## config.mk

```make
export PLATFORM = sky130hd
export DESIGN_NAME = dance_choreo
export DESIGN_NICKNAME = d
export VERILOG_FILES = /design/src/rtl/dance_pkg.sv /design/src/rtl/choreo_ram.sv /design/src/rtl/dance_choreo.sv
export SDC_FILE = /design/constraint.sdc
export NUM_CORES = 1
export LEC_CHECK = 0
export CAP_MARGIN = 20
export CORE_MARGIN = 4
export CORE_UTILIZATION = 62
export CTS_BUF_LIST = sky130_fd_sc_hd__clkbuf_2
export DETAILED_ROUTE_END_ITERATION = 7
export GPL_ROUTABILITY_DRIVEN = 1
export PLACE_DENSITY = 0.82
export SYNTH_ARGS = -nofsm -noshare
export SYNTH_HDL_FRONTEND = slang
export SYNTH_HIERARCHICAL = 1
export SYNTH_SLANG_ARGS = --single-unit
```

## constraint.sdc

```tcl
create_clock -name clk -period 3.8 [get_ports clk]
set_input_delay 0.76 -clock clk [delete_from_list [all_inputs] [get_ports clk]]
set_output_delay 0.76 -clock clk [all_outputs]
set_load 0.02 [all_outputs]
```

## src/rtl/dance_pkg.sv

```systemverilog
// Shared types for the dance choreography controller: step word layout,
// FSM states and the signed position/delta adder.
package dance_pkg;

    localparam int CTRL_W = 5;

    typedef struct packed {
        logic [7:0]        dur;
        logic signed [3:0] dx;
        logic signed [3:0] dy;
        logic [1:0]        colour;
        logic [1:0]        sid;
    } step_t;

    typedef enum logic [1:0] {
        IDLE = 2'd0,
        LOAD = 2'd1,
        RUN  = 2'd2
    } state_e;

    function automatic logic signed [11:0] step_sum(
        input logic [10:0]        p,
        input logic signed [3:0]  d
    );
        return $signed({1'b0, p}) + $signed({{8{d[3]}}, d});
    endfunction

endpackage

```

## src/rtl/choreo_ram.sv

```systemverilog
// Step table: register file with synchronous write and registered read.
module choreo_ram
    import dance_pkg::*;
#(
    parameter int AW = 4
) (
    input  logic          clk,
    input  logic          we,
    input  logic [AW-1:0] waddr,
    input  step_t         wdata,
    input  logic [AW-1:0] raddr,
    output step_t         rdata
);

    step_t mem [2**AW];

    always_ff @(posedge clk) begin
        if (we) begin
            mem[waddr] <= wdata;
        end
        rdata <= mem[raddr];
    end

endmodule

```

## src/rtl/dance_choreo.sv

```systemverilog
// Choreography controller driving sprite x0/y0/ctrl from a step table.
// Optional DANCE_BOUNCE_EN: a clamped axis reverses its delta for the step.
module dance_choreo
    import dance_pkg::*;
#(
    parameter int STEPS_W = 4,
    parameter int X_MAX   = 608,
    parameter int Y_MAX   = 448,
    parameter int X_INIT  = 304,
    parameter int Y_INIT  = 224
) (
    input  logic               clk,
    input  logic               reset,
    input  logic [10:0]        x,
    input  logic [10:0]        y,
    input  logic               wr_en,
    input  logic [STEPS_W-1:0] wr_addr,
    input  logic [19:0]        wr_data,
    input  logic               start,
    input  logic               stop,
    input  logic [STEPS_W-1:0] last_step,
    input  logic               loop,
    output logic [10:0]        x0,
    output logic [10:0]        y0,
    output logic [CTRL_W-1:0]  ctrl,
    output logic               busy,
    output logic [STEPS_W-1:0] step_idx,
    output logic               done
);

    localparam logic [STEPS_W-1:0] IDX_ONE = 1;

    state_e             state, st_d;
    logic [STEPS_W-1:0] idx_d;
    logic               done_d;
    logic [10:0]        x_q;
    logic               tick;
    logic               run_tick;
    logic [7:0]         cnt;
    logic signed [3:0]  dx_q, dy_q;
    step_t              rd_q;
    logic signed [11:0] sx, sy;
    logic [10:0]        nx, ny;

    // Read address follows the next step index so data is ready in LOAD.
    choreo_ram #(.AW(STEPS_W)) u_ram (
        .clk   (clk),
        .we    (wr_en),
        .waddr (wr_addr),
        .wdata (step_t'(wr_data)),
        .raddr (idx_d),
        .rdata (rd_q)
    );

    assign tick     = (x_q == 11'd0) && (x == 11'd1) && (y == 11'd0);
    assign run_tick = (state == RUN) && tick && !stop && !start;
    assign busy     = (state != IDLE);

    always_comb begin
        st_d   = state;
        idx_d  = step_idx;
        done_d = 1'b0;
        if (stop) begin
            st_d = IDLE;
        end else if (start) begin
            st_d  = LOAD;
            idx_d = '0;
        end else begin
            unique case (state)
                IDLE: st_d = IDLE;
                LOAD: st_d = RUN;
                RUN: begin
                    if (tick && cnt == 8'd1) begin
                        if (step_idx != last_step) begin
                            idx_d = step_idx + IDX_ONE;
                            st_d  = LOAD;
                        end else if (loop) begin
                            idx_d = '0;
                            st_d  = LOAD;
                        end else begin
                            st_d   = IDLE;
                            done_d = 1'b1;
                        end
                    end
                end
                default: st_d = IDLE;
            endcase
        end
    end

    assign sx = step_sum(x0, dx_q);
    assign sy = step_sum(y0, dy_q);

    always_comb begin
        nx = sx[10:0];
        if (sx < 0) begin
            nx = '0;
        end else if (sx > $signed(12'(X_MAX))) begin
            nx = 11'(X_MAX);
        end
        ny = sy[10:0];
        if (sy < 0) begin
            ny = '0;
        end else if (sy > $signed(12'(Y_MAX))) begin
            ny = 11'(Y_MAX);
        end
    end

`ifdef DANCE_BOUNCE_EN
    logic x_hit, y_hit;
    assign x_hit = (sx < 0) || (sx > $signed(12'(X_MAX)));
    assign y_hit = (sy < 0) || (sy > $signed(12'(Y_MAX)));
`endif

    always_ff @(posedge clk or posedge reset) begin
        if (reset) begin
            state    <= IDLE;
            step_idx <= '0;
            done     <= 1'b0;
            x_q      <= '1;
            x0       <= 11'(X_INIT);
            y0       <= 11'(Y_INIT);
            ctrl     <= '0;
            cnt      <= '0;
            dx_q     <= '0;
            dy_q     <= '0;
        end else begin
            state    <= st_d;
            step_idx <= idx_d;
            done     <= done_d;
            x_q      <= x;
            if (state == LOAD && !stop && !start) begin
                dx_q <= rd_q.dx;
                dy_q <= rd_q.dy;
                cnt  <= (rd_q.dur == 8'd0) ? 8'd1 : rd_q.dur;
                ctrl <= {rd_q.colour, 1'b0, rd_q.sid};
            end
            if (run_tick) begin
                x0  <= nx;
                y0  <= ny;
                cnt <= cnt - 8'd1;
`ifdef DANCE_BOUNCE_EN
                if (x_hit) dx_q <= -dx_q;
                if (y_hit) dy_q <= -dy_q;
`endif
            end
        end
    end

endmodule

```

==> flow_summary.ini <==
[placed_design]
dp_hpwl_um = 21070
io_buffers = 87
place_congestion = 0.8055

[global_routing]
antenna_found_initial = 1
grt_use_total_pct = 24.57
grt_max_degree = 50
grt_pass1_wl_um = 53460
grt_pass1_vias = 9659
overflow = 0

[clock_network]
clock_latency_ns = 0.90
h-tree-depth = 3
post_cts_buffers = 0
cts.sink_count = 400
cts_buffers = 95
clkTransAtPathRegs_ns = 0.11
cts_tree = built
clockRootBuffer = clkbuf_2
clock_path_buffers = 3
post_cts_resized = 0
hold_buffers = 0

[pwr]
leakagePower_nw = 6.723
ir_drop_uv = 283.9
finalPower_mw = 8.193
power_density_nw_per_um2 = 433.3

[setup_path]
cp-end-kind = flip-flop
critPathArrivalTime_ns = 4.17
crit_slowest_cell = mux4_1
crit_required_ns = 4.58
worstPathCellList = nor3_1 > nand2b_1 > or2_2 > nor3b_1 > and3_1 > buf_4 > nand2_1 > o21ai_4 > buf_12 > buf_12 > mux4_1 > a22oi_1 > nand2_1
max_stage_delay_ns = 0.63
critPathMaxFanout = 16
start_kind = flip-flop
path_class = reg -> reg

[detailed_routing]
dr.pass1.iters = 5
drc = 0
route.detailed.wl_per_inst_um = 22.26
antenna_left = 0
drtIter0Drc = 844
vias = 9370
routed_wl_um = 34420
vias_per_cell = 6.061

[die]
die_area_um2 = 28730
initial_core_util_pct = 63.67
core_um2 = 25400
die_x_um = 169.5
ioPinCount = 89
die_h_um = 169.5
core.rowCount = 58

[sta]
final.min_clock_period_ns = 3.391
fmax_mhz = 294.9
rsz0062_at_grt = false
timing.hold.ws_ns = 0.2068
finalHoldViolations = 0
skew_ns = 0.06741
min_period_over_period_pct = 89.24
final_max_slew_viol_count = 0
worstMarginPinSlew_ns = 0.8082
max_slew_margin_pct = 45.83
setup_viol = 0

[yosys]
syn-cell-area_um2 = 16170
synth.yosys.warnings = 6
ys_seq_area_share_pct = 71.31
ys_types = 67
synth_ff_type = edfxtp_1
synth_edf_count = 320
postSynthCellCount = 920
syn_nets = 1003
async_flop_share_pct = 15.00
syn_area_per_cell_um2 = 17.58
synth_seq_cells = 400

[cells_and_area]
mostFrequentLayoutCells = edfxtp_1 (320), clkbuf_2 (146), nand2_1 (93)
layout-drive-gt1-share_pct = 28.07
syn_to_final_growth_pct = 16.91
fin_nets = 1217
fillers = 1543
seqCellArea_um2 = 11530
final_common_cell = edfxtp_1
multiInputGateArea_um2 = 4492

[job]
drv_cap = 0

[run_status]
status = completed

[hold_path]
hold_class = in -> async
-- sequential cells by signal, summed over array words and instances, names as in the netlist --
name	cells
u_ram/rdata	20
dy_q	4
y0	11
state	2
step_idx	4
done	1
dx_q	4
cnt	8
x0	11
u_ram/mem	320
ctrl	4
x_q	11
-- final timing paths --
path,start,to,slack [ns],cells after the start
worst min-delay path,reset,cnt[1],0.21,2
worst max register to register,cnt[3],u_ram/rdata[0],0.41,13
max in group asynchronous,reset,dy_q[3],2.81,4
min in group clk,x[8],x_q[8],0.36,1
worst min register to register,u_ram/rdata[3],ctrl[4],0.42,2
worst max-delay path,cnt[3],u_ram/rdata[0],0.41,13
-- per-layer routing --
metal  wire length [µm]  track usage (%)  vias to the layer above
met5                  0                0                        -
met4                829            7.665                        0
met3               3322            6.126                       75
met2              16860            39.81                      466
met1              13410            33.72                     4636
li1                   -                -                     4193
-- cells by family after synthesis --
kind of cell | synth area share, %
multiplexers | 11.64
AO/OA/AOI/OAI | 5.532
XOR/XNOR | 1.137
buffers and inverters | 1.423
AND/OR/NAND/NOR | 6.762
other | 0.02319
adder cells (fa/ha/maj) | 2.182
flip-flops | 71.31
-- power breakdown --
| group | switching, mW | internal [mW] |
|---|---|---|
| clock network | 1.63 | 1.10 |
| registers | 0.0673 | 4.86 |
| logic | 0.301 | 0.235 |
-- layout make-up --
cell class	count	share of cell area, %
Inverter	13	0.2581
Antenna cell	1	0.01323
Clock buffer	146	3.864
Timing Repair Buffer	150	8.033
Multi-Input combinational cell	474	23.76
Clock inverter	32	0.8999
Tap cell	330	2.184
Sequential cell	400	60.99
-- Yosys cell counts, drive strengths merged, types with 9 or more instances --
| library cell | count | area share, % |
|---|---|---|
| a21oi | 16 | 0.50 |
| a22oi | 40 | 1.9 |
| buf | 11 | 0.61 |
| clkbuf | 22 | 0.51 |
| dfrtp | 43 | 6.7 |
| dfstp | 17 | 2.8 |
| dfxtp | 20 | 2.5 |
| edfxtp | 320 | 59 |
| ha | 25 | 1.9 |
| inv | 13 | 0.30 |
| mux4 | 80 | 12 |
| nand2 | 95 | 2.2 |
| nand2b | 11 | 0.43 |
| nand3 | 9 | 0.28 |
| nor2 | 32 | 0.74 |
| nor3 | 15 | 0.46 |
| nor4 | 11 | 0.69 |
| o211ai | 9 | 0.42 |
| o21ai | 34 | 1.1 |
| xnor2 | 10 | 0.54 |
| xor2 | 11 | 0.60 |
-- stage by stage --
stage          instances  util, %  cell area, µm²  setup WS, ns  TNS (ns)
2_1_floorplan        920        -           16170        0.5096         0
3_3_place_gp        1366    70.81           17980       -0.1117    -1.605
3_5_place_dp        1366    70.81           17980       -0.2256    -2.616
4_1_cts             1544    74.35           18890        0.4074         0
5_1_grt             1546    74.44           18910        0.2251         0
6_report            1546    74.44           18910        0.4088         0
-- critical path: cells and delay by family, from the launching register on --
kind                   cells  cell delay, ns
AND/OR/NAND/NOR            7            1.36
flip-flops                 1            0.44
multiplexers               1            0.63
AO/OA/AOI/OAI              2            0.38
buffers and inverters      3            0.50
No activity file was read; power rests on OpenSTA's default activity.
